<file path="src/rtl/uart_cmd_rx_pkg.sv">
// Shared constants, state encodings and checksum helper for the UART command path.
package uart_cmd_rx_pkg;

  localparam logic [7:0] CMD_HDR   = 8'h55;
  localparam logic [7:0] CMD_START = 8'h01;
  localparam logic [7:0] CMD_GATE  = 8'h02;

  typedef enum logic [2:0] {S_HDR, S_CMD, S_AH, S_AL, S_CHK} parse_state_e;

  typedef enum logic [2:0] {RX_IDLE, RX_START, RX_DATA, RX_STOP, RX_WAIT} rx_state_e;

  function automatic logic [7:0] frame_chk(input logic [7:0] cmd, input logic [7:0] arg_h,
                                           input logic [7:0] arg_l);
    return cmd ^ arg_h ^ arg_l;
  endfunction

endpackage

</file>
<file path="src/rtl/uart_cmd_rx_if.sv">
// Line input and command outputs of the UART command receiver.
interface uart_cmd_rx_if;
  logic        RX_Pin_In;
  logic        start_pulse;
  logic [15:0] gate_val;
  logic        gate_upd;
  logic        frame_err;
  logic        busy;

  modport master (
    input  RX_Pin_In,
    output start_pulse, gate_val, gate_upd, frame_err, busy
  );

  modport slave (
    output RX_Pin_In,
    input  start_pulse, gate_val, gate_upd, frame_err, busy
  );
endinterface

</file>
<file path="src/rtl/uart_cmd_rx_byte.sv">
// 8N1 byte receiver: 2-FF synchroniser, mid-bit sampling, stop-bit check.
module uart_cmd_rx_byte
  import uart_cmd_rx_pkg::*;
#(
  parameter int unsigned BIT_CYC = 868
) (
  input  logic       CLK,
  input  logic       RST,
  input  logic       rx_in,
  output logic       rx_valid,
  output logic [7:0] rx_data,
  output logic       rx_ferr
);

  localparam int unsigned CNT_W = $clog2(BIT_CYC);
  localparam logic [CNT_W-1:0] CNT_LAST = CNT_W'(BIT_CYC - 1);
  localparam logic [CNT_W-1:0] CNT_HALF = CNT_W'(BIT_CYC / 2 - 1);
  localparam logic [CNT_W-1:0] CNT_ONE  = CNT_W'(1);

  logic             meta_q, sync_q, prev_q;
  rx_state_e        state_q, state_d;
  logic [CNT_W-1:0] cnt_q;
  logic [2:0]       bit_q;
  logic [7:0]       shift_q;
  logic             valid_q, valid_d, ferr_q, ferr_d;
  logic             tick, half_tick;

  assign tick      = (cnt_q == CNT_LAST);
  assign half_tick = (cnt_q == CNT_HALF);

  // Synchroniser and previous-sample flop for falling-edge detection; reset to line idle.
  always_ff @(posedge CLK or posedge RST) begin
    if (RST) begin
      meta_q <= 1'b1;
      sync_q <= 1'b1;
      prev_q <= 1'b1;
    end else begin
      meta_q <= rx_in;
      sync_q <= meta_q;
      prev_q <= sync_q;
    end
  end

  // Receiver state register.
  always_ff @(posedge CLK or posedge RST) begin
    if (RST) state_q <= RX_IDLE;
    else     state_q <= state_d;
  end

  // Receiver next-state logic.
  always_comb begin
    state_d = state_q;
    unique case (state_q)
      RX_IDLE:  if (prev_q && !sync_q) state_d = RX_START;
      RX_START: if (half_tick) state_d = sync_q ? RX_IDLE : RX_DATA;
      RX_DATA:  if (tick && bit_q == 3'd7) state_d = RX_STOP;
      RX_STOP:  if (tick) state_d = sync_q ? RX_IDLE : RX_WAIT;
      RX_WAIT:  if (sync_q) state_d = RX_IDLE;
      default:  state_d = RX_IDLE;
    endcase
  end

  // Receiver outputs: result of the stop-bit sample.
  always_comb begin
    valid_d = (state_q == RX_STOP) && tick && sync_q;
    ferr_d  = (state_q == RX_STOP) && tick && !sync_q;
  end

  // Baud counter restarts on every state change and after each full bit.
  always_ff @(posedge CLK or posedge RST) begin
    if (RST) begin
      cnt_q   <= '0;
      bit_q   <= '0;
      shift_q <= '0;
      valid_q <= 1'b0;
      ferr_q  <= 1'b0;
    end else begin
      valid_q <= valid_d;
      ferr_q  <= ferr_d;
      if (state_q != state_d || tick || state_q == RX_IDLE || state_q == RX_WAIT) cnt_q <= '0;
      else cnt_q <= cnt_q + CNT_ONE;
      if (state_q != RX_DATA) begin
        bit_q <= '0;
      end else if (tick) begin
        bit_q   <= bit_q + 3'd1;
        shift_q <= {sync_q, shift_q[7:1]};
      end
    end
  end

  assign rx_valid = valid_q;
  assign rx_data  = shift_q;
  assign rx_ferr  = ferr_q;

endmodule

</file>
<file path="src/rtl/uart_cmd_rx.sv">
// Command frame parser: 55 CMD ARG_H ARG_L CHK -> start pulse or gate-time update.
module uart_cmd_rx
  import uart_cmd_rx_pkg::*;
#(
  parameter int unsigned CLK_HZ       = 100_000_000,
  parameter int unsigned BAUD         = 115200,
  parameter int unsigned TIMEOUT_BITS = 40,
  parameter logic [15:0] GATE_DEFAULT = 16'd1000
) (
  input logic           CLK,
  input logic           RST,
  uart_cmd_rx_if.master bus
);

  localparam int unsigned BIT_CYC = CLK_HZ / BAUD;
  localparam int unsigned TO_CYC  = TIMEOUT_BITS * BIT_CYC;
  localparam int unsigned TO_W    = $clog2(TO_CYC + 1);
  // Count includes the rx_valid cycle, so the registered error lands TO_CYC cycles later.
  localparam logic [TO_W-1:0] TO_LAST = TO_W'(TO_CYC - 1);
  localparam logic [TO_W-1:0] TO_ONE  = TO_W'(1);

  logic        rx_valid, rx_ferr;
  logic [7:0]  rx_data;

  parse_state_e    state_q, state_d;
  logic [7:0]      cmd_q, arg_h_q, arg_l_q;
  logic [TO_W-1:0] to_cnt_q;
  logic            timeout;
  logic            start_q, start_d, upd_q, upd_d, err_q, err_d;
  logic [15:0]     gate_q, gate_d;

  uart_cmd_rx_byte #(
    .BIT_CYC(BIT_CYC)
  ) u_rx (
    .CLK     (CLK),
    .RST     (RST),
    .rx_in   (bus.RX_Pin_In),
    .rx_valid(rx_valid),
    .rx_data (rx_data),
    .rx_ferr (rx_ferr)
  );

  assign timeout = (state_q != S_HDR) && !rx_valid && (to_cnt_q == TO_LAST);

  // Parser state register.
  always_ff @(posedge CLK or posedge RST) begin
    if (RST) state_q <= S_HDR;
    else     state_q <= state_d;
  end

  // Parser next-state: stop-bit error or timeout abandons the frame.
  always_comb begin
    state_d = state_q;
    if (rx_ferr) begin
      state_d = S_HDR;
    end else if (rx_valid) begin
      unique case (state_q)
        S_HDR:   if (rx_data == CMD_HDR) state_d = S_CMD;
        S_CMD:   state_d = S_AH;
        S_AH:    state_d = S_AL;
        S_AL:    state_d = S_CHK;
        S_CHK:   state_d = S_HDR;
        default: state_d = S_HDR;
      endcase
    end else if (timeout) begin
      state_d = S_HDR;
    end
  end

  // Parser outputs: at most one pulse per cycle by construction of the priority chain.
  always_comb begin
    start_d = 1'b0;
    upd_d   = 1'b0;
    err_d   = 1'b0;
    gate_d  = gate_q;
    if (rx_ferr) begin
      err_d = 1'b1;
    end else if (rx_valid && state_q == S_CHK) begin
      if (rx_data != frame_chk(cmd_q, arg_h_q, arg_l_q)) begin
        err_d = 1'b1;
      end else if (cmd_q == CMD_START) begin
        start_d = 1'b1;
      end else if (cmd_q == CMD_GATE && {arg_h_q, arg_l_q} != 16'd0) begin
        gate_d = {arg_h_q, arg_l_q};
        upd_d  = 1'b1;
      end else begin
        err_d = 1'b1;
      end
    end else if (timeout) begin
      err_d = 1'b1;
    end
  end

  // Output registers, frame byte capture and inter-byte timeout counter.
  always_ff @(posedge CLK or posedge RST) begin
    if (RST) begin
      start_q  <= 1'b0;
      upd_q    <= 1'b0;
      err_q    <= 1'b0;
      gate_q   <= GATE_DEFAULT;
      cmd_q    <= '0;
      arg_h_q  <= '0;
      arg_l_q  <= '0;
      to_cnt_q <= '0;
    end else begin
      start_q <= start_d;
      upd_q   <= upd_d;
      err_q   <= err_d;
      gate_q  <= gate_d;
      if (rx_valid && state_q == S_CMD) cmd_q   <= rx_data;
      if (rx_valid && state_q == S_AH)  arg_h_q <= rx_data;
      if (rx_valid && state_q == S_AL)  arg_l_q <= rx_data;
      if (rx_valid)              to_cnt_q <= TO_ONE;
      else if (state_q == S_HDR) to_cnt_q <= '0;
      else                       to_cnt_q <= to_cnt_q + TO_ONE;
    end
  end

  assign bus.start_pulse = start_q;
  assign bus.gate_upd    = upd_q;
  assign bus.frame_err   = err_q;
  assign bus.gate_val    = gate_q;
  assign bus.busy        = (state_q != S_HDR);

endmodule
</file>
<file path="src/flat_wrapper.sv">
// flat-port wrapper written by rule: the top's interface ports become plain ports
module uart_cmd_rx_flat import uart_cmd_rx_pkg::*;
#(
  parameter int unsigned CLK_HZ       = 100_000_000,
  parameter int unsigned BAUD         = 115200,
  parameter int unsigned TIMEOUT_BITS = 40,
  parameter logic [15:0] GATE_DEFAULT = 16'd1000
)
  (CLK, RST, bus_RX_Pin_In, bus_start_pulse, bus_gate_val, bus_gate_upd, bus_frame_err, bus_busy);
  uart_cmd_rx_if bus_i ();
  input logic CLK;
  input logic RST;
  input wire logic [$bits(bus_i.RX_Pin_In)-1:0] bus_RX_Pin_In;
  output wire logic [$bits(bus_i.start_pulse)-1:0] bus_start_pulse;
  output wire logic [$bits(bus_i.gate_val)-1:0] bus_gate_val;
  output wire logic [$bits(bus_i.gate_upd)-1:0] bus_gate_upd;
  output wire logic [$bits(bus_i.frame_err)-1:0] bus_frame_err;
  output wire logic [$bits(bus_i.busy)-1:0] bus_busy;
  assign bus_i.RX_Pin_In = bus_RX_Pin_In;
  assign bus_start_pulse = bus_i.start_pulse;
  assign bus_gate_val = bus_i.gate_val;
  assign bus_gate_upd = bus_i.gate_upd;
  assign bus_frame_err = bus_i.frame_err;
  assign bus_busy = bus_i.busy;
  uart_cmd_rx #(.CLK_HZ(CLK_HZ), .BAUD(BAUD), .TIMEOUT_BITS(TIMEOUT_BITS), .GATE_DEFAULT(GATE_DEFAULT)) u_core (.CLK(CLK), .RST(RST), .bus(bus_i));
endmodule
</file>
<file path="config.mk">
export PLATFORM = sky130hd
export DESIGN_NAME = uart_cmd_rx_flat
export DESIGN_NICKNAME = d
export VERILOG_FILES = /design/src/rtl/uart_cmd_rx_pkg.sv /design/src/rtl/uart_cmd_rx_if.sv /design/src/rtl/uart_cmd_rx_byte.sv /design/src/rtl/uart_cmd_rx.sv /design/src/flat_wrapper.sv
export SDC_FILE = /design/constraint.sdc
export NUM_CORES = 1
export LEC_CHECK = 0
export CAP_MARGIN = 10
export CORE_AREA = 2 2 79 100
export CTS_BUF_LIST = sky130_fd_sc_hd__clkbuf_4 sky130_fd_sc_hd__clkbuf_8
export CTS_CLUSTER_SIZE = 40
export DETAILED_ROUTE_END_ITERATION = 12
export DIE_AREA = 0 0 81 102
export MAX_ROUTING_LAYER = met4
export PLACE_DENSITY = 0.78
export SLEW_MARGIN = 20
export SYNTH_ARGS = -nofsm -noshare
export SYNTH_HDL_FRONTEND = slang
export SYNTH_HIERARCHICAL = 1
export SYNTH_SLANG_ARGS = --single-unit
</file>
<file path="constraint.sdc">
create_clock -name CLK -period 3.6 [get_ports CLK]
set_input_delay 0.72 -clock CLK [delete_from_list [all_inputs] [get_ports CLK]]
set_output_delay 0.72 -clock CLK [all_outputs]
set_load 0.01 [all_outputs]
</file>
* Word-level counts from Yosys, hierarchy flattened
Index checks and enable logic that the tools add are counted.
** Word-level totals
- Output and inout bits :: 20
- Bits in registers :: 91
- Logic and storage cells :: 105
** Operators by class
- Mux-type cells :: 33
- Bitwise logic cells :: 6
- Reductions and logical operators :: 26
- Equal/unequal tests :: 19
- Add/sub/neg operators :: 3
** Operator list (number)
- 3-bit two-way mux :: 12
- 16-bit two-way mux :: 2
- 16-bit by 1-bit adder with 16-bit output, second input constant :: 1
- 16-bit equality test, second input constant :: 1
- 16-bit nonzero test :: 1
- 8-bit XOR :: 2
- 1-bit two-way mux :: 15
- 3-bit one-hot mux with 5 select lines :: 1
- 3-bit by 2-bit equality test with 1-bit output, second input constant :: 4
- 1-bit logical AND :: 12
- 3-bit one-hot mux with 4 select lines :: 1
- 10-bit by 1-bit adder with 10-bit output, second input constant :: 1
- 10-bit equality test, second input constant :: 1
- 10-bit by 9-bit equality test with 1-bit output, second input constant :: 1
- 10-bit two-way mux :: 1
- 3-bit equality test, second input constant :: 3
- 8-bit by 1-bit equality test with 1-bit output, second input constant :: 1
- 8-bit by 2-bit equality test with 1-bit output, second input constant :: 1
- 8-bit by 7-bit equality test with 1-bit output, second input constant :: 1
- 8-bit != test :: 1
- 3-bit by 1-bit equality test with 1-bit output, second input constant :: 2
- 3-bit logical NOT :: 2
- 3-bit nonzero test :: 2
- 5-bit AND reduction :: 1
- other kinds (10) :: 17

* Depth between registers and ports, before layout
- Depth after elaboration :: 9
- Mapped depth :: 7

* Cells and area by module
The synthesis kept the hierarchy.
** By module, submodules not included
- uart_cmd_rx :: cells each 234, sequential area each 1559.0 um^2, area each 2945.3 um^2, times used 1
- uart_cmd_rx_byte :: cells each 112, sequential area each 729.4 um^2, area each 1356.3 um^2, times used 1

* Worst setup path after synthesis
No wires, ideal clock.
- Path type :: reg-to-reg
- Start point :: reg u_core.cmd_q[3]
- End point :: reg u_core.gate_q[0], in the netlist u_core/bus.gate_val[0]
- Period minus slack after synthesis :: 2350 ps
- Arrival :: 2225 ps
- Buffers on the path :: 1
- Required time :: 3475 ps
- Cell stages (with the launch flop) :: 7
- Path slack :: 1250 ps
- Library setup time :: 125 ps
- Cells stage by stage :: dfrtp_1 > or4_4 > nor3_4 > nand4b_4 > nor4_4 > buf_8 > mux2_4
** Between the ends
- Longest elaborated chain between the ends :: 5
- Elaborated cells on any way between the ends :: 9
** RTL lines
- start, declared :: RTL line uart_cmd_rx.sv:26 : logic [7:0] cmd_q, arg_h_q, arg_l_q;
- start signal, assigned :: RTL line uart_cmd_rx.sv:110 : if (rx_valid && state_q == S_CMD) cmd_q <= rx_data;
- 8-bit XOR (2 in a row) :: RTL line uart_cmd_rx_pkg.sv:14 : return cmd ^ arg_h ^ arg_l;
- 8-bit != test :: RTL line uart_cmd_rx.sv:79 : if (rx_data != frame_chk(cmd_q, arg_h_q, arg_l_q)) begin
- 1-bit NOT (no source line)
- 5-bit AND reduction (no source line) *
- end signal, assigned :: RTL line uart_cmd_rx.sv:109 : gate_q <= gate_d;
- end, declared :: RTL line uart_cmd_rx.sv:30 : logic [15:0] gate_q, gate_d;
Mark *: on every way between the ends. The rest lies on a longest branch, timed or not.
A chain may end at the register's enable or synchronous reset.

* Worst setup path in the final report
- Start point :: reg u_core.state_q[2]
- End point :: out bus_busy
** Between the ends
- Longest elaborated chain between the ends :: 1
** RTL lines
- start, declared :: RTL line uart_cmd_rx.sv:25 : parse_state_e state_q, state_d;
- start signal, assigned :: RTL line uart_cmd_rx.sv:48 : else state_q <= state_d;
- 3-bit nonzero test :: RTL line uart_cmd_rx.sv:123 : assign bus.busy = (state_q != S_HDR);
- end, declared :: RTL line flat_wrapper.sv:18 : output wire logic [$bits(bus_i.busy)-1:0] bus_busy;
No other way between the ends.

==> metrics.txt <==
outcome=finished clean; Fmax=406 MHz; Clk Latency, worst-skew pair=0.36 ns; vias in the first global route=2654; met2 routed WL=3760 um; total gr overflow=0; hold depth=0; Synth Flop Type=dfrtp_1; combined area of all synthesized cells=4300 sq um; Synth Instances=346; number of routed nets with antenna violations=0; worst-path fanout max=6; PortBufs=22; post_cts resized=0; I/O pins=23; CP Capture Type=primary output; Max Cap Viol=0; H-tree levels=3; TNS Setup=0 ns; Nets=383; via count=2672; Netlist cell types=49; antenna diode count=0; syn_nets=354; WL met1=3330 um; Initial Util=59.2%; clock root buffer=clkbuf_8; HPWL after detailed placement=5310 um; postcts setup bufs=0; Sw Ratio=23.0%; routability cong.=0.826; first-pass iteration count of the detailed router=5; area of the core=7270 sq um; fin. max-slew vios=0; first-pass GRT wire length=12500 um; initial antenna violation count=0; Num CTS Buffers=9; drt drc=0; FF-to-FF setup slack=1.24 ns; final WL=7460 um; Hold Buf Count CTS=0; post-synthesis sequential area ratio=53.2%; worst slack, placed=1.24 ns; Die Wd=81 um; sw power=457 uW; CP Launch Type=flip-flop; top sig layer=met4; CTS max path bufs=2; Internal=1530 uW; drt first-iter violations=132; Post-synth EDFFs=0; clk_skew=0.0143 ns; Sequential Power Share=55.4%; YS warnings=6; peak supply drop=0.000325 V; Leakage=0.00217 uW; RSZ-0062 raised after global routing=false; row count=35; syn_area_per_cell=12.4 sq um; largest net degree at the start of global routing=53; crit path DAT=1.74 ns; drt via density=5.66; clock share of power=39.4%; HP Class=reg2reg; final setup vio count=0; worst setup margin=1.14 ns; post-DR wirelength/cell=15.8 um; register bit total from synthesis=91; Gate power share=5.2%; Layout Area Growth over Synthesis=12.9%; FFs w/ async S/R, synth=100%; share of post-route cells with drive strength above 1=23.7%; Die H=102 um; Req. time, crit path=2.88 ns; critical path class=reg2out; Fill cells=535; endpoints failing hold=0; CTS tree=yes; Die ar.=8260 sq um; PD cells=408 nW/um^2; Slew Limit Headroom=50.8%; CTS Sinks=91; crit share post-route=68.4%; clk slew on worst S/H paths=0.08 ns; minimum clock period=2.46 ns; met3 wire length=177 um; Slew @ Worst Pin=0.736 ns; worst-case reg-to-reg path depth=6; Tot GR Track Use=20.5%
## per-layer routing
layer  global-route usage [%]  vias up
met5                        -        -
met4                     10.7        0
met3                     2.47       16
li1                         -     1273
met2                     33.2       46
met1                     25.2     1337
## cells by family (layout without fill, tap and decap cells)
kind of cell	Yosys count	count (layout)	synth area share, %
flip-flops	91	91	53.2
multiplexers	50	50	14.6
buffers and inverters	19	53	2.09
AO/OA/AOI/OAI	20	20	3.03
XOR/XNOR	45	45	9.16
AND/OR/NAND/NOR	116	116	16.5
adder cells (fa/ha/maj)	5	5	1.45
## cells in the mapped netlist, types with 3 or more instances
cell,number,area [sq um]
dfstp_2,9,236
and3_1,5,31.3
mux2_2,30,338
xnor2_1,27,236
inv_1,11,41.3
nand3b_1,4,30.0
nand2b_1,3,18.8
xor2_1,18,158
dfrtp_1,82,2050
nor3_1,7,35.0
nor2_1,30,113
nand2_1,10,37.5
nand4_1,11,68.8
o21ai_0,9,45.0
nand3_1,13,65.1
and2_1,3,18.8
ha_1,5,62.6
mux2_4,18,270
nor4_1,5,31.3
clkbuf_1,6,22.5
## path summary, 6_finish.rpt
kind / endpoint / start
hold reg to reg: u_core/u_rx/sync_q / u_core/u_rx/meta_q
setup reg to reg: u_core/bus.gate_val[10] / u_core/cmd_q[3]
setup / recovery: bus_busy / u_core/state_q[2]
min in group asynchronous: u_core/to_cnt_q[4] / RST
hold / removal: u_core/u_rx/sync_q / u_core/u_rx/meta_q
max in group asynchronous: u_core/arg_l_q[1] / RST
## cell usage in the layout, fill, tap and decap left out, types with 3 or more instances in the layout
cell             netlist  layout
nand3b_1               4       4
clkbuf_8               0      11
dfstp_2                9       9
buf_4                  0       4
nor3_1                 7       7
mux2_2                30      30
and2_1                 3       3
clkdlybuf4s50_1        0      22
xor2_1                18      18
nand4_1               11      11
dfrtp_1               82      82
nor2_1                30      30
nand3_1               13      13
nand2b_1               3       3
and3_1                 5       5
ha_1                   5       5
mux2_4                18      18
nor4_1                 5       5
o21ai_0                9       9
nand2_1               10      10
inv_1                 11       9
xnor2_1               27      27
## through the flow
step	hold WS [ns]	cell area (sq um)	utilization (%)	total power [uW]	instances
floorplan	0.345	4300	-	1190	346
global placement	0.349	4620	63.5	1220	456
detailed placement	0.347	4620	63.5	1220	456
CTS	0.363	4850	66.7	2000	472
global route	0.372	4860	66.8	2070	472
finish	0.362	4860	66.8	1980	472
## area by class of cell
class | instances | area [sq um] | area share, %
clock buffers | 11 | 151 | 3.12
clock inverters | 5 | 82.6 | 1.70
inverters | 11 | 41.3 | 0.850
multi-input cells | 236 | 1930 | 39.7
flip-flops and latches | 91 | 2290 | 47.1
well taps | 92 | 115 | 2.37
repair buffers | 26 | 250 | 5.15
## critical path, cell delays in order (launching register included)
cell,delay (ns)
dfrtp_1,0.44
nor3_1,0.39
inv_1,0.08
clkdlybuf4s50_1,0.48
## registers in the layout (all words and copies together) (netlist names)
register	cells
u_core/arg_h_q	8
u_core/arg_l_q	8
u_core/bus.frame_err	1
u_core/bus.gate_upd	1
u_core/bus.gate_val	16
u_core/bus.start_pulse	1
u_core/cmd_q	8
u_core/state_q	3
u_core/to_cnt_q	16
u_core/u_rx/bit_q	3
u_core/u_rx/cnt_q	10
u_core/u_rx/meta_q	1
u_core/u_rx/prev_q	1
u_core/u_rx/rx_data	8
u_core/u_rx/rx_ferr	1
u_core/u_rx/rx_valid	1
u_core/u_rx/state_q	3
u_core/u_rx/sync_q	1
## power groups by stage
stage                     Combinational (uW)  Sequential, uW  Clock, uW
after global routing                     120            1100        844
final                                    102            1100        782
after detailed placement                 104            1120          0
after CTS                                105            1100        798
after floorplan                         78.8            1110          0
after global placement                   101            1120          0
Note: power is estimated with default switching activity, not from simulation.
